### config.mk
export PLATFORM = sky130hd
export DESIGN_NAME = pipe_reg_chain_flat
export DESIGN_NICKNAME = d
export VERILOG_FILES = /design/src/rtl/pipe_reg_chain_pkg.sv /design/src/rtl/pipe_reg_chain_if.sv /design/src/rtl/pipe_reg_chain_stage.sv /design/src/rtl/pipe_reg_chain.sv /design/src/flat_wrapper.sv
export SDC_FILE = /design/constraint.sdc
export NUM_CORES = 1
export LEC_CHECK = 0
export ABC_AREA = 1
export ABC_CLOCK_PERIOD_IN_PS = 2440
export CORE_UTILIZATION = 51
export CTS_CLUSTER_DIAMETER = 150
export CTS_CLUSTER_SIZE = 28
export DETAILED_ROUTE_END_ITERATION = 8
export PLACE_DENSITY = 0.82
export SYNTH_ARGS = -nofsm -noshare
export SYNTH_HDL_FRONTEND = slang
export SYNTH_SLANG_ARGS = --single-unit
### constraint.sdc
create_clock -name clk -period 2.44 [get_ports clk]
set_input_delay 0.488 -clock clk [delete_from_list [all_inputs] [get_ports clk]]
set_output_delay 0.488 -clock clk [all_outputs]
set_load 0.005 [all_outputs]
### src/rtl/pipe_reg_chain_pkg.sv
// Shared constants for the elastic register pipeline: legal depth range and
// the width of the occupancy counter.
package pipe_reg_chain_pkg;

    localparam int DEPTH_MIN = 1;
    localparam int DEPTH_MAX = 16;

    function automatic int occ_w(input int depth);
        return $clog2(depth + 1);
    endfunction

endpackage

### src/rtl/pipe_reg_chain_if.sv
// Producer/consumer bundle of the register pipeline. master is the side that
// supplies words and consumes the output; slave is the pipeline itself.
interface pipe_reg_chain_if #(
    parameter int WIDTH = 8,
    parameter int DEPTH = 4
);
    import pipe_reg_chain_pkg::*;

    logic                      in_valid;
    logic [WIDTH-1:0]          in_data;
    logic                      in_ready;
    logic                      out_valid;
    logic [WIDTH-1:0]          out_data;
    logic [WIDTH-1:0]          out_data_n;
    logic                      out_ready;
    logic [occ_w(DEPTH)-1:0]   occupancy;

    modport master (
        output in_valid, in_data, out_ready,
        input  in_ready, out_valid, out_data, out_data_n, occupancy
    );

    modport slave (
        input  in_valid, in_data, out_ready,
        output in_ready, out_valid, out_data, out_data_n, occupancy
    );

endinterface

### src/rtl/pipe_reg_chain_stage.sv
// One pipeline stage: data register plus valid flag. The stage can load
// whenever it is empty or its downstream neighbour is taking its word.
module pipe_reg_stage #(
    parameter int               WIDTH      = 8,
    parameter int               CLEAR_DATA = 0,
    parameter logic [WIDTH-1:0] RESET_VAL  = '0
) (
    input  logic             clk,
    input  logic             reset,
    input  logic             flush,
    input  logic             up_valid,
    input  logic [WIDTH-1:0] up_data,
    input  logic             dn_ready,
    output logic             valid,
    output logic [WIDTH-1:0] data,
    output logic             rdy
);

    logic             r_valid;
    logic [WIDTH-1:0] r_data;
    logic             w_clr;

    assign w_clr = reset || flush;
    assign rdy   = !r_valid || dn_ready;
    assign valid = r_valid;
    assign data  = r_data;

    always_ff @(posedge clk) begin
        if (w_clr) begin
            r_valid <= 1'b0;
        end else if (rdy) begin
            r_valid <= up_valid;
        end
    end

    // Bubbles pass through without disturbing the held data word.
    always_ff @(posedge clk) begin
        if (w_clr) begin
            if (CLEAR_DATA != 0) begin
                r_data <= RESET_VAL;
            end
        end else if (rdy && up_valid) begin
            r_data <= up_data;
        end
    end

endmodule

### src/rtl/pipe_reg_chain.sv
// WIDTH x DEPTH elastic register pipeline with backward-propagating stalls,
// bubble collapse, synchronous flush and a registered occupancy count.
module pipe_reg_chain
    import pipe_reg_chain_pkg::*;
#(
    parameter int               WIDTH      = 8,
    parameter int               DEPTH      = 4,
    parameter int               CLEAR_DATA = 0,
    parameter logic [WIDTH-1:0] RESET_VAL  = '0
) (
    input  logic             clk,
    input  logic             reset,
    input  logic             flush,
    pipe_reg_chain_if.slave  bus
);

    localparam int OCC_W = occ_w(DEPTH);

    if (DEPTH < DEPTH_MIN || DEPTH > DEPTH_MAX) begin : g_bad_depth
        $error("pipe_reg_chain: DEPTH out of range");
    end

    logic [DEPTH-1:0] w_valid;
    logic [WIDTH-1:0] w_data [DEPTH];
    logic             w_in_xfer;
    logic             w_out_xfer;
    logic [OCC_W-1:0] r_occ;

    for (genvar i = 0; i < DEPTH; i++) begin : g_stage
        logic             w_rdy;
        logic             w_dn_rdy;
        logic             w_up_valid;
        logic [WIDTH-1:0] w_up_data;

        if (i == 0) begin : g_head
            assign w_up_valid = bus.in_valid;
            assign w_up_data  = bus.in_data;
        end else begin : g_body
            assign w_up_valid = w_valid[i-1];
            assign w_up_data  = w_data[i-1];
        end

        // Each stage's ready term lives in its own block so the backward
        // chain is a plain combinational path, not a self-referencing vector.
        if (i == DEPTH - 1) begin : g_tail
            assign w_dn_rdy = bus.out_ready;
        end else begin : g_link
            assign w_dn_rdy = g_stage[i+1].w_rdy;
        end

        pipe_reg_stage #(
            .WIDTH      (WIDTH),
            .CLEAR_DATA (CLEAR_DATA),
            .RESET_VAL  (RESET_VAL)
        ) u_stage (
            .clk      (clk),
            .reset    (reset),
            .flush    (flush),
            .up_valid (w_up_valid),
            .up_data  (w_up_data),
            .dn_ready (w_dn_rdy),
            .valid    (w_valid[i]),
            .data     (w_data[i]),
            .rdy      (w_rdy)
        );
    end

    assign bus.in_ready   = g_stage[0].w_rdy && !flush;
    assign bus.out_valid  = w_valid[DEPTH-1];
    assign bus.out_data   = w_data[DEPTH-1];
    assign bus.out_data_n = ~w_data[DEPTH-1];
    assign bus.occupancy  = r_occ;

    assign w_in_xfer  = bus.in_valid && bus.in_ready;
    assign w_out_xfer = bus.out_valid && bus.out_ready;

    // Tracks popcount of the valid flags without an adder tree.
    always_ff @(posedge clk) begin
        if (reset || flush) begin
            r_occ <= '0;
        end else if (w_in_xfer && !w_out_xfer) begin
            r_occ <= r_occ + OCC_W'(1);
        end else if (!w_in_xfer && w_out_xfer) begin
            r_occ <= r_occ - OCC_W'(1);
        end
    end

endmodule

### src/flat_wrapper.sv
// flat-port wrapper written by rule: the top's interface ports become plain ports
module pipe_reg_chain_flat import pipe_reg_chain_pkg::*;
#(
    parameter int               WIDTH      = 8,
    parameter int               DEPTH      = 4,
    parameter int               CLEAR_DATA = 0,
    parameter logic [WIDTH-1:0] RESET_VAL  = '0
)
  (clk, reset, flush, bus_in_valid, bus_in_data, bus_out_ready, bus_in_ready, bus_out_valid, bus_out_data, bus_out_data_n, bus_occupancy);
  pipe_reg_chain_if #(.WIDTH(WIDTH), .DEPTH(DEPTH)) bus_i ();
  input  logic clk;
  input  logic reset;
  input  logic flush;
  input wire logic [$bits(bus_i.in_valid)-1:0] bus_in_valid;
  input wire logic [$bits(bus_i.in_data)-1:0] bus_in_data;
  input wire logic [$bits(bus_i.out_ready)-1:0] bus_out_ready;
  output wire logic [$bits(bus_i.in_ready)-1:0] bus_in_ready;
  output wire logic [$bits(bus_i.out_valid)-1:0] bus_out_valid;
  output wire logic [$bits(bus_i.out_data)-1:0] bus_out_data;
  output wire logic [$bits(bus_i.out_data_n)-1:0] bus_out_data_n;
  output wire logic [$bits(bus_i.occupancy)-1:0] bus_occupancy;
  assign bus_i.in_valid = bus_in_valid;
  assign bus_i.in_data = bus_in_data;
  assign bus_i.out_ready = bus_out_ready;
  assign bus_in_ready = bus_i.in_ready;
  assign bus_out_valid = bus_i.out_valid;
  assign bus_out_data = bus_i.out_data;
  assign bus_out_data_n = bus_i.out_data_n;
  assign bus_occupancy = bus_i.occupancy;
  pipe_reg_chain #(.WIDTH(WIDTH), .DEPTH(DEPTH), .CLEAR_DATA(CLEAR_DATA), .RESET_VAL(RESET_VAL)) u_core (.clk(clk), .reset(reset), .flush(flush), .bus(bus_i));
endmodule
==> run metrics <==
status=finished, final reports clean; worst-skew pair later-pin latency=approximately 0.32 ns; Mapped Cells=between 90 and 100; Starting Density=0.549; met2 routed WL=1.12 mm; Worst EP required=1.95 ns; initial antenna violation count=0; cells along the critical path=clkdlybuf4s50_1, inv_1, nand2_2, nor2_4, a31oi_1, clkdlybuf4s50_1; clock sink count=39; Post-CTS Setup Inserts=0; largest area contributor in the netlist=edfxtp_1; Setup WS post-layout=0.102 ns; Post-Place Setup Slack=0.0209 ns; Post-Syn Nets=108; via count=808; Pins Over Slew Limit=0; Mean Syn Cell Area=14.9 um^2; DRT Wirelength=a little under 2 mm; Clk pwr share=0.280; sw power=roughly 0.00022 W; num ports=34; PwrDens=592 nW/um^2; Hold WC Path Type=register to register; die width=between 50 and 60 um; Netlist Area Pre-Place=about 1400 um^2; largest delay contributor family on the critical path=buffers and inverters; leakage=0.677 nW; Reg area=between 1000 and 1500 um^2; Die ar.=between 2000 and 3000 um^2; first-pass GRT wire length=slightly above 3 mm; Pre-antenna DRT Iters=5; critical path's most frequent cell=clkdlybuf4s50_1; DRT iter0 DRCs=11; CTS max path bufs=2; TritonCTS clock tree=done; # port buffers=33; part of the cycle the worst path needs=0.958; fmax=0.428 GHz; Yosys cell types=19; WL/cell=approximately 12 um; Total GRT Usage=0.158; WL met3=144 um; endpoints failing hold=0; top layer in use=met3; DRC Markers=0; CTS H-Tree Depth=2; critical path type=input pin to output port; Die Height=approximately 54 um; RSZ-0062 raised after global routing=false; M1 WL=682 um; Ys Warns=0; Sw Ratio=0.201; routability cong.=0.746; Max Fanout on Critical Path=4; crit start category=input pin; post_cts resized=0; clock slew seen by the registers of the worst setup and hold paths=between 0.1 and 0.15 ns; Post-CTS Hold Buffers=0; total CTS buffers=5; core footprint=2520 um^2; WP data arrival=1.85 ns; Slowest cell on crit path=clkdlybuf4s50_1; HPWL Detailed=1.54 mm; most frequent cells in the layout=clkdlybuf4s50_1 (33), edfxtp_1 (32), inv_1 (19); Yosys top cell area share=0.694; Pint=between 0.0008 and 0.0009 W; FP Rows=18; synthesized flop and latch total=39; max cap viols=0; fin util=0.725; area occupied by multi-input gates=~210 um^2; grt ovf=0; Worst Clk Skew=0.0103 ns; Fillers=between 150 and 200; Area growth, synth to finish=32.1%; minimum clock period=2.34 ns; crit path buf inv count=3; endpoints failing setup=0; Critical Path End Type=output port; Seq/Total Area, Yosys=0.796; root buf cell=clkbuf_4; commonest non-fill, non-tap cell in the layout=clkdlybuf4s50_1; Max-slew headroom=0.820; number of global-route vias before repair=between 700 and 800; Layout Nets=~150; ANT nets after route=0; ant diodes=0; drt via density=4.84; pin count of the biggest net entering global routing=13; largest cells by area after synthesis=edfxtp_1 (69%), dfxtp_1 (10%), inv_1 (5.2%), nand2_1 (3.0%), nor2_4 (1.6%); sequential share of power=0.673; peak supply drop=0.573 mV; max incr delay on CP=0.52 ns; layout cells sized above 1=0.139; R2R setup slack=0.63 ns; Comb power frac=0.047; worst-margin pin slew=0.269 ns; setup_tns=0 ns
==> kinds of logic (layout without fill, tap and decap cells) <==
group,Yosys count,in the layout,share of synthesized area
fa+ha+maj,2,2,0.0235
buf+inv,20,64,0.0542
simple gates,25,25,0.0949
flops,39,39,0.796
compound gates,7,7,0.0316
==> registers in the layout, indices dropped and copies added, names as in the netlist <==
register and cells:
u_core.g_stage.u_stage.data 32, u_core.g_stage.u_stage.valid 4, u_core.bus.occupancy 3
==> per-stage QoR <==
stage / hold slack (ns) / power (W) / cells / cell area (um^2)
floorplan: 0.400 / 0.000762 / 93 / 1380
global placement: 0.401 / 0.000792 / 159 / 1770
detailed placement: 0.405 / 0.000795 / 159 / 1770
CTS: 0.430 / 0.00109 / 167 / 1830
global route: 0.436 / 0.00113 / 167 / 1830
finish: 0.424 / 0.00108 / 167 / 1830
==> routing by layer <==
metal	up-vias	global-route usage
met5	-	0
met4	0	0.0385
met3	0	0.0706
met2	31	0.298
met1	381	0.156
li1	396	-
==> cell type report <==
class,instances,area share
clock inverters,2,0.00684
clock buffers,6,0.0226
repair buffers,36,0.193
multi-input cells,34,0.114
inverters,20,0.0411
well taps,30,0.0205
flip-flops and latches,39,0.602
==> worst reg2reg max path: cells and delay by family (launching register included) <==
family | cells | cell delay (ns)
compound gates | 1 | 0.06
fa+ha+maj | 2 | 0.63
buf+inv | 2 | 0.17
flops | 1 | 0.40
simple gates | 5 | 0.47
==> Yosys cell counts <==
cell       n
nand3_1    2
a31oi_1    1
nor3_1     1
a21oi_2    2
nand2_2    2
nor2_4     2
fa_1       1
nor2_2     1
nor2_1     4
inv_1     19
nand4_2    1
nand2_1   11
inv_2      1
a21oi_1    3
dfxtp_1    7
o21ai_0    1
ha_1       1
edfxtp_1  32
nand4_1    1
==> path summary, 6_finish.rpt <==
| path | start | to | depth (start not counted) |
|---|---|---|---|
| max reg2reg | u_core.g_stage[3].u_stage.valid | u_core.bus.occupancy[1] | 10 |
| min reg2reg | u_core.g_stage[1].u_stage.data[3] | u_core.g_stage[2].u_stage.data[3] | 0 |
| min | u_core.g_stage[1].u_stage.data[3] | u_core.g_stage[2].u_stage.data[3] | 0 |
| max | bus_out_ready | bus_in_ready | 6 |
==> power groups by stage <==
stage	registers (W)	clock network [W]	logic (W)
final	0.000729	0.000303	0.0000512
after global routing	0.000730	0.000339	0.0000568
after CTS	0.000729	0.000310	0.0000516
after detailed placement	0.000744	0	0.0000512
after global placement	0.000743	0	0.0000485
after floorplan	0.000743	0	0.0000190
Note: power is estimated with default switching activity, not from simulation.
